**config.mk**
```make
export PLATFORM = sky130hd
export DESIGN_NAME = ecc_point_ctrl
export DESIGN_NICKNAME = d
export VERILOG_FILES = /design/src/rtl/ecc_pkg.sv /design/src/rtl/ecc_point_urom.sv /design/src/rtl/ecc_point_ctrl.sv
export SDC_FILE = /design/constraint.sdc
export NUM_CORES = 1
export LEC_CHECK = 0
export BUFFER_PORTS_ARGS = -buffer_cell sky130_fd_sc_hd__buf_2
export CELL_PAD_IN_SITES_DETAIL_PLACEMENT = 1
export CELL_PAD_IN_SITES_GLOBAL_PLACEMENT = 1
export CORE_ASPECT_RATIO = 0.9
export CORE_MARGIN = 2
export CORE_UTILIZATION = 33
export CTS_BUF_LIST = sky130_fd_sc_hd__clkbuf_4 sky130_fd_sc_hd__clkbuf_8
export DETAILED_ROUTE_END_ITERATION = 12
export PLACE_DENSITY = 0.56
export SYNTH_ARGS = -nofsm -noshare
export SYNTH_HDL_FRONTEND = slang
export SYNTH_SLANG_ARGS = --single-unit
```
**constraint.sdc**
```tcl
create_clock -name i_clk -period 10.7 [get_ports i_clk]
set_clock_uncertainty 0.2 [all_clocks]
set_input_delay 1.07 -clock i_clk [delete_from_list [all_inputs] [get_ports i_clk]]
set_output_delay 1.07 -clock i_clk [all_outputs]
set_load 0.02 [all_outputs]
```
**src/rtl/ecc_pkg.sv**
```systemverilog
// ecc_pkg: shared opcodes, register indices, states and micro-instruction type for the point sequencer
package ecc_pkg;
    typedef enum logic [1:0] {GF_ADD = 2'd0, GF_SUB = 2'd1, GF_MUL = 2'd2, GF_DIV = 2'd3} gf_op_e;
    localparam logic [3:0] R_X1 = 4'd0, R_Y1 = 4'd1, R_X2 = 4'd2, R_Y2 = 4'd3, R_A = 4'd4;
    localparam logic [3:0] R_T0 = 4'd5, R_T1 = 4'd6, R_LAM = 4'd7, R_X3 = 4'd8, R_Y3 = 4'd9;
    typedef enum logic [2:0] {S_IDLE, S_CHECK, S_ISSUE, S_WAIT, S_DONE} state_e;
    typedef struct packed {
        gf_op_e     op;
        logic [3:0] src0;
        logic [3:0] src1;
        logic [3:0] dst;
        logic       last;
    } uinst_t;
endpackage

```
**src/rtl/ecc_point_urom.sv**
```systemverilog
// ecc_point_urom: combinational micro-ROM mapping (mode, step) to a GFAU micro-instruction
module ecc_point_urom
    import ecc_pkg::*;
(
    input  logic       mode,
    input  logic [3:0] step,
    output uinst_t     ui
);
    logic [3:0] hd, t, xq;
    always_comb begin
        hd = mode ? 4'd6 : 4'd3;
        t  = step - hd;
        xq = mode ? R_X1 : R_X2;
        ui = '{GF_ADD, R_T0, R_T0, R_T0, 1'b0};
        if (step < hd) begin
            case ({mode, step})
                5'h00: ui = '{GF_SUB, R_Y2, R_Y1, R_T0, 1'b0};
                5'h01: ui = '{GF_SUB, R_X2, R_X1, R_T1, 1'b0};
                5'h02: ui = '{GF_DIV, R_T0, R_T1, R_LAM, 1'b0};
                5'h10: ui = '{GF_MUL, R_X1, R_X1, R_T0, 1'b0};
                5'h11: ui = '{GF_ADD, R_T0, R_T0, R_T1, 1'b0};
                5'h12: ui = '{GF_ADD, R_T1, R_T0, R_T0, 1'b0};
                5'h13: ui = '{GF_ADD, R_T0, R_A, R_T0, 1'b0};
                5'h14: ui = '{GF_ADD, R_Y1, R_Y1, R_T1, 1'b0};
                5'h15: ui = '{GF_DIV, R_T0, R_T1, R_LAM, 1'b0};
                default: ;
            endcase
        end else begin
            case (t)
                4'd0: ui = '{GF_MUL, R_LAM, R_LAM, R_T0, 1'b0};
                4'd1: ui = '{GF_SUB, R_T0, R_X1, R_T0, 1'b0};
                4'd2: ui = '{GF_SUB, R_T0, xq, R_X3, 1'b0};
                4'd3: ui = '{GF_SUB, R_X1, R_X3, R_T1, 1'b0};
                4'd4: ui = '{GF_MUL, R_LAM, R_T1, R_T1, 1'b0};
                4'd5: ui = '{GF_SUB, R_T1, R_Y1, R_Y3, 1'b1};
                default: ;
            endcase
        end
    end
endmodule

```
**src/rtl/ecc_point_ctrl.sv**
```systemverilog
// ecc_point_ctrl: sequences affine point add/double as GFAU micro-ops and returns (x3, y3) or infinity
module ecc_point_ctrl
    import ecc_pkg::*;
#(
    parameter int SIZE = 32
) (
    input  logic            i_clk,
    input  logic            i_rst,
    input  logic            start,
    input  logic            mode,
    input  logic [SIZE-1:0] x1,
    input  logic [SIZE-1:0] y1,
    input  logic [SIZE-1:0] x2,
    input  logic [SIZE-1:0] y2,
    input  logic [SIZE-1:0] a_coef,
    output logic [SIZE-1:0] x3,
    output logic [SIZE-1:0] y3,
    output logic            done,
    output logic            busy,
    output logic            inf,
    output logic [1:0]      gf_op,
    output logic [SIZE-1:0] gf_in_0,
    output logic [SIZE-1:0] gf_in_1,
    output logic            gf_start,
    input  logic [SIZE-1:0] gf_result,
    input  logic            gf_done
);
    state_e          state, state_n;
    logic [3:0]      step;
    logic            mode_r, inf_n, act;
    logic [SIZE-1:0] rf [10];
    uinst_t          ui;

    ecc_point_urom u_rom (.mode(mode_r), .step(step), .ui(ui));

    always_ff @(posedge i_clk) begin
        if (i_rst) state <= S_IDLE;
        else       state <= state_n;
    end

    always_comb begin
        state_n = state;
        inf_n   = 1'b0;
        case (state)
            S_IDLE:  if (start) state_n = S_CHECK;
            S_CHECK: begin
                inf_n   = mode_r ? (rf[R_Y1] == '0) : (rf[R_X1] == rf[R_X2]);
                state_n = inf_n ? S_DONE : S_ISSUE;
            end
            S_ISSUE: state_n = S_WAIT;
            S_WAIT:  if (gf_done) state_n = ui.last ? S_DONE : S_ISSUE;
            default: state_n = S_IDLE;
        endcase
    end

    // operands are read straight from the register file; nothing they depend on changes until gf_done
    assign act      = (state == S_ISSUE) || (state == S_WAIT);
    assign gf_start = state == S_ISSUE;
    assign busy     = state != S_IDLE;
    assign done     = state == S_DONE;
    assign gf_op    = act ? ui.op : GF_ADD;
    assign gf_in_0  = act ? rf[ui.src0] : '0;
    assign gf_in_1  = act ? rf[ui.src1] : '0;

    always_ff @(posedge i_clk) begin
        if (i_rst) begin
            step   <= '0;
            mode_r <= 1'b0;
            inf    <= 1'b0;
            x3     <= '0;
            y3     <= '0;
            for (int i = 0; i < 10; i++) rf[i] <= '0;
        end else begin
            if (state == S_IDLE && start) begin
                mode_r   <= mode;
                rf[R_X1] <= x1;
                rf[R_Y1] <= y1;
                rf[R_X2] <= x2;
                rf[R_Y2] <= y2;
                rf[R_A]  <= a_coef;
            end
            if (state == S_CHECK) step <= '0;
            if (state == S_WAIT && gf_done) begin
                rf[ui.dst] <= gf_result;
                step       <= step + 4'd1;
            end
            // the final op always targets Y3, so its result is taken directly off the bus
            if (state_n == S_DONE) begin
                inf <= inf_n;
                x3  <= inf_n ? '0 : rf[R_X3];
                y3  <= inf_n ? '0 : gf_result;
            end
        end
    end
endmodule

```
==> flow_metrics.tcl <==
set metrics [dict create \
    first_iter_violations 1421 \
    maxSlewHeadroom 0.0446 \
    viasPerCell 5.60 \
    wirelength_mm 94.6 \
    die_h_um 264 \
    power_leakage_nw 11.7 \
    clock_sinks 457 \
    synth_edf_count 384 \
    overflow 0 \
    critPathKind "flip-flop to primary output" \
    ys_warn_count 0 \
    vias 19000 \
    gp_congestion 0.907 \
    maxSlewViolCount 0 \
    grt.total_usage 0.240 \
    synth_top_area_frac 0.465 \
    internal-power_mw 3.27 \
    min_period_over_period 0.730 \
    switchingPower_mw 1.21 \
    yosysMostFrequentCell "edfxtp_1" \
    synth-main-ff-cell "edfxtp_1" \
    cts_tree "built" \
    cts_root_buffer "clkbuf_8" \
    wl_per_cell_um 27.9 \
    ir_drop_uv 78.4 \
    clkSlewWorstSetupHoldPaths_ns 0.06 \
    cts_setup_buffers 0 \
    dr.pass1.iters 5 \
    r2r-end "rf[5][5]$_SDFFCE_PN0P_" \
    worstReg2RegStart "mode_r$_SDFFE_PP0P_" \
    syn_area_um2 24800 \
    finalCriticalPeriod_ns 7.81 \
    endpoint_kind "primary output" \
    seq_area_frac_synth 0.524 \
    synth_commonest_cells "edfxtp_1, and2_1, o221ai_1" \
    timing.fmax_mhz 128 \
    die-area_um2 77300 \
    grt_max_degree 133 \
    port_buffers 330 \
    drc 0 \
    die_w_um 293 \
    std_cell_rows 95 \
    startpoint_type "flip-flop" \
    initial_core_util 0.333 \
    min_to "y3[23]$_SDFFE_PP0N_" \
    cts_resized 0 \
    cap_viol_max_count 0 \
    synth.top_cells.by_area "edfxtp_1, and2_1, dfxtp_1, mux4_2, o221ai_1" \
    hold_path_class "flip-flop to flip-flop" \
    whs_path_depth 2 \
    num_io_pins 331 \
    setup-violations-final 0 \
    hold_buffers 0 \
    dp_hpwl_mm 64.0 \
    arrival_ns 6.54 \
    yosys.area.top_type "edfxtp_1" \
    async_reset_ff_frac 0 \
    antenna_found_initial 4 \
    finalPower_mw 4.48 \
    drive_above_1_share 0.290 \
    swShare 0.270 \
    finalSetupTns_ns 0 \
    grt_first_pass_wirelength_mm 137 \
    netlist_instances 2045 \
    worst_pin_slew_ns 1.42 \
    clkPwrFrac 0.407 \
    status "finished clean" \
    rsz0062_at_grt "no" \
    core_um2 74500 \
    ys_ff_latch 457 \
    ant_nets 0 \
    rrSetupSlack_ns 4.91 \
    hp-start "y3[23]$_SDFFE_PP0N_" \
    cts.htree.levels 3 \
    synth_cell_types 65 \
    cts_buffer_depth 3 \
    final_core_util 0.392 \
    grt_pass1_vias 20200 \
    nets 2555 \
    synth.avg_cell_area_um2 12.1 \
    crit_required_ns 9.43 \
    worstPathMaxFanout 75 \
    clk_latency_ns 0.70 \
    power.density_nw_per_um2 153 \
    hold_viol_final 0 \
    power_frac_seq 0.474 \
    cts_buffers 84 \
    pwr-share-comb 0.119 \
    area_growth_pct 17.9 \
    reg2reg_depth 12 \
]
==> worst max path at each step <==
stage	startpoint	to	slack [ns]	cells past startpoint
final	mode_r$_SDFFE_PP0P_	gf_in_0[3]	2.89	14
after global routing	mode_r$_SDFFE_PP0P_	gf_in_0[12]	2.52	14
after CTS	mode_r$_SDFFE_PP0P_	gf_in_0[15]	2.88	14
after detailed placement	mode_r$_SDFFE_PP0P_	gf_in_0[15]	3.67	14
after global placement	mode_r$_SDFFE_PP0P_	gf_in_0[12]	3.86	14
after floorplan	mode_r$_SDFFE_PP0P_	gf_in_1[10]	5.93	17
==> power by group through the flow <==
stage / sequential [mW] / clock [mW] / combinational (mW)
3_3_place_gp: 2.16 / 0 / 0.525
4_1_cts: 2.12 / 1.87 / 0.537
2_1_floorplan: 2.12 / 0 / 0.331
5_1_grt: 2.13 / 1.94 / 0.571
6_report: 2.12 / 1.82 / 0.534
3_5_place_dp: 2.16 / 0 / 0.534
==> per-stage QoR <==
stage / instance area (um2) / setup slack, ns / std cells / hold slack [ns]
2_1_floorplan: 25000 / 5.93 / 2108 / 0.242
3_3_place_gp: 27400 / 3.86 / 3235 / 0.255
3_5_place_dp: 27400 / 3.67 / 3235 / 0.260
4_1_cts: 29200 / 2.88 / 3392 / 0.271
5_1_grt: 29200 / 2.52 / 3393 / 0.290
6_report: 29200 / 2.89 / 3394 / 0.266
==> registers in the layout (all words and copies together), names as in the netlist <==
register and flops:
rf 384, x3 32, y3 32, step 4, state 3, inf 1
mode_r 1
==> logic make-up after synthesis <==
| logic type | Yosys count | share of synthesized area |
|---|---|---|
| other cells | 1 | 0.000151 |
| xor+xnor | 35 | 0.0124 |
| fa+ha+maj | 7 | 0.00353 |
| flops | 457 | 0.524 |
| buf+inv | 347 | 0.0590 |
| mux | 162 | 0.0994 |
| simple gates | 526 | 0.127 |
| compound gates | 510 | 0.175 |
==> layer usage <==
metal,track usage,wire length [um],up-vias,part of all wire
met4,0.0836,3120,2,0.033
met1,0.288,38000,9885,0.40
met2,0.434,49200,570,0.52
li1,-,-,8406,-
met3,0.0387,4280,152,0.045
met5,0,11,-,0.00012
==> layout by cell type (no fill, tap or decap), drive strengths merged, types with 66 or more instances in the layout <==
cell	Yosys	layout
edfxtp	384	384
and2	293	293
buf	63	368
mux2i	66	66
o221ai	194	194
clkbuf	148	115
inv	135	136
dfxtp	73	73
a21oi	79	79
nand2b	71	71
==> worst max-delay path: stages, from the launching register on <==
cell and delay, ns:
dfxtp_1 0.54, clkinv_1 0.44, ha_1 0.39, inv_1 0.08, ha_1 0.34, xnor2_1 0.14
a32oi_1 0.22, o31a_2 0.19, buf_4 0.72, o21ai_1 0.29, a21oi_4 0.85, buf_4 0.58
mux4_2 0.58, a22o_1 0.27, buf_2 0.16
==> layout make-up <==
cell class | instances | area (um2)
diodes | 2 | 5.00
inverters | 136 | 510
flip-flops and latches | 457 | 13000
well taps | 970 | 1210
clock buffers | 115 | 1470
clock inverters | 42 | 330
multi-input cells | 1304 | 10700
fillers | 8029 | 45300
repair buffers | 368 | 1950
No activity file was read; power rests on OpenSTA's default activity.
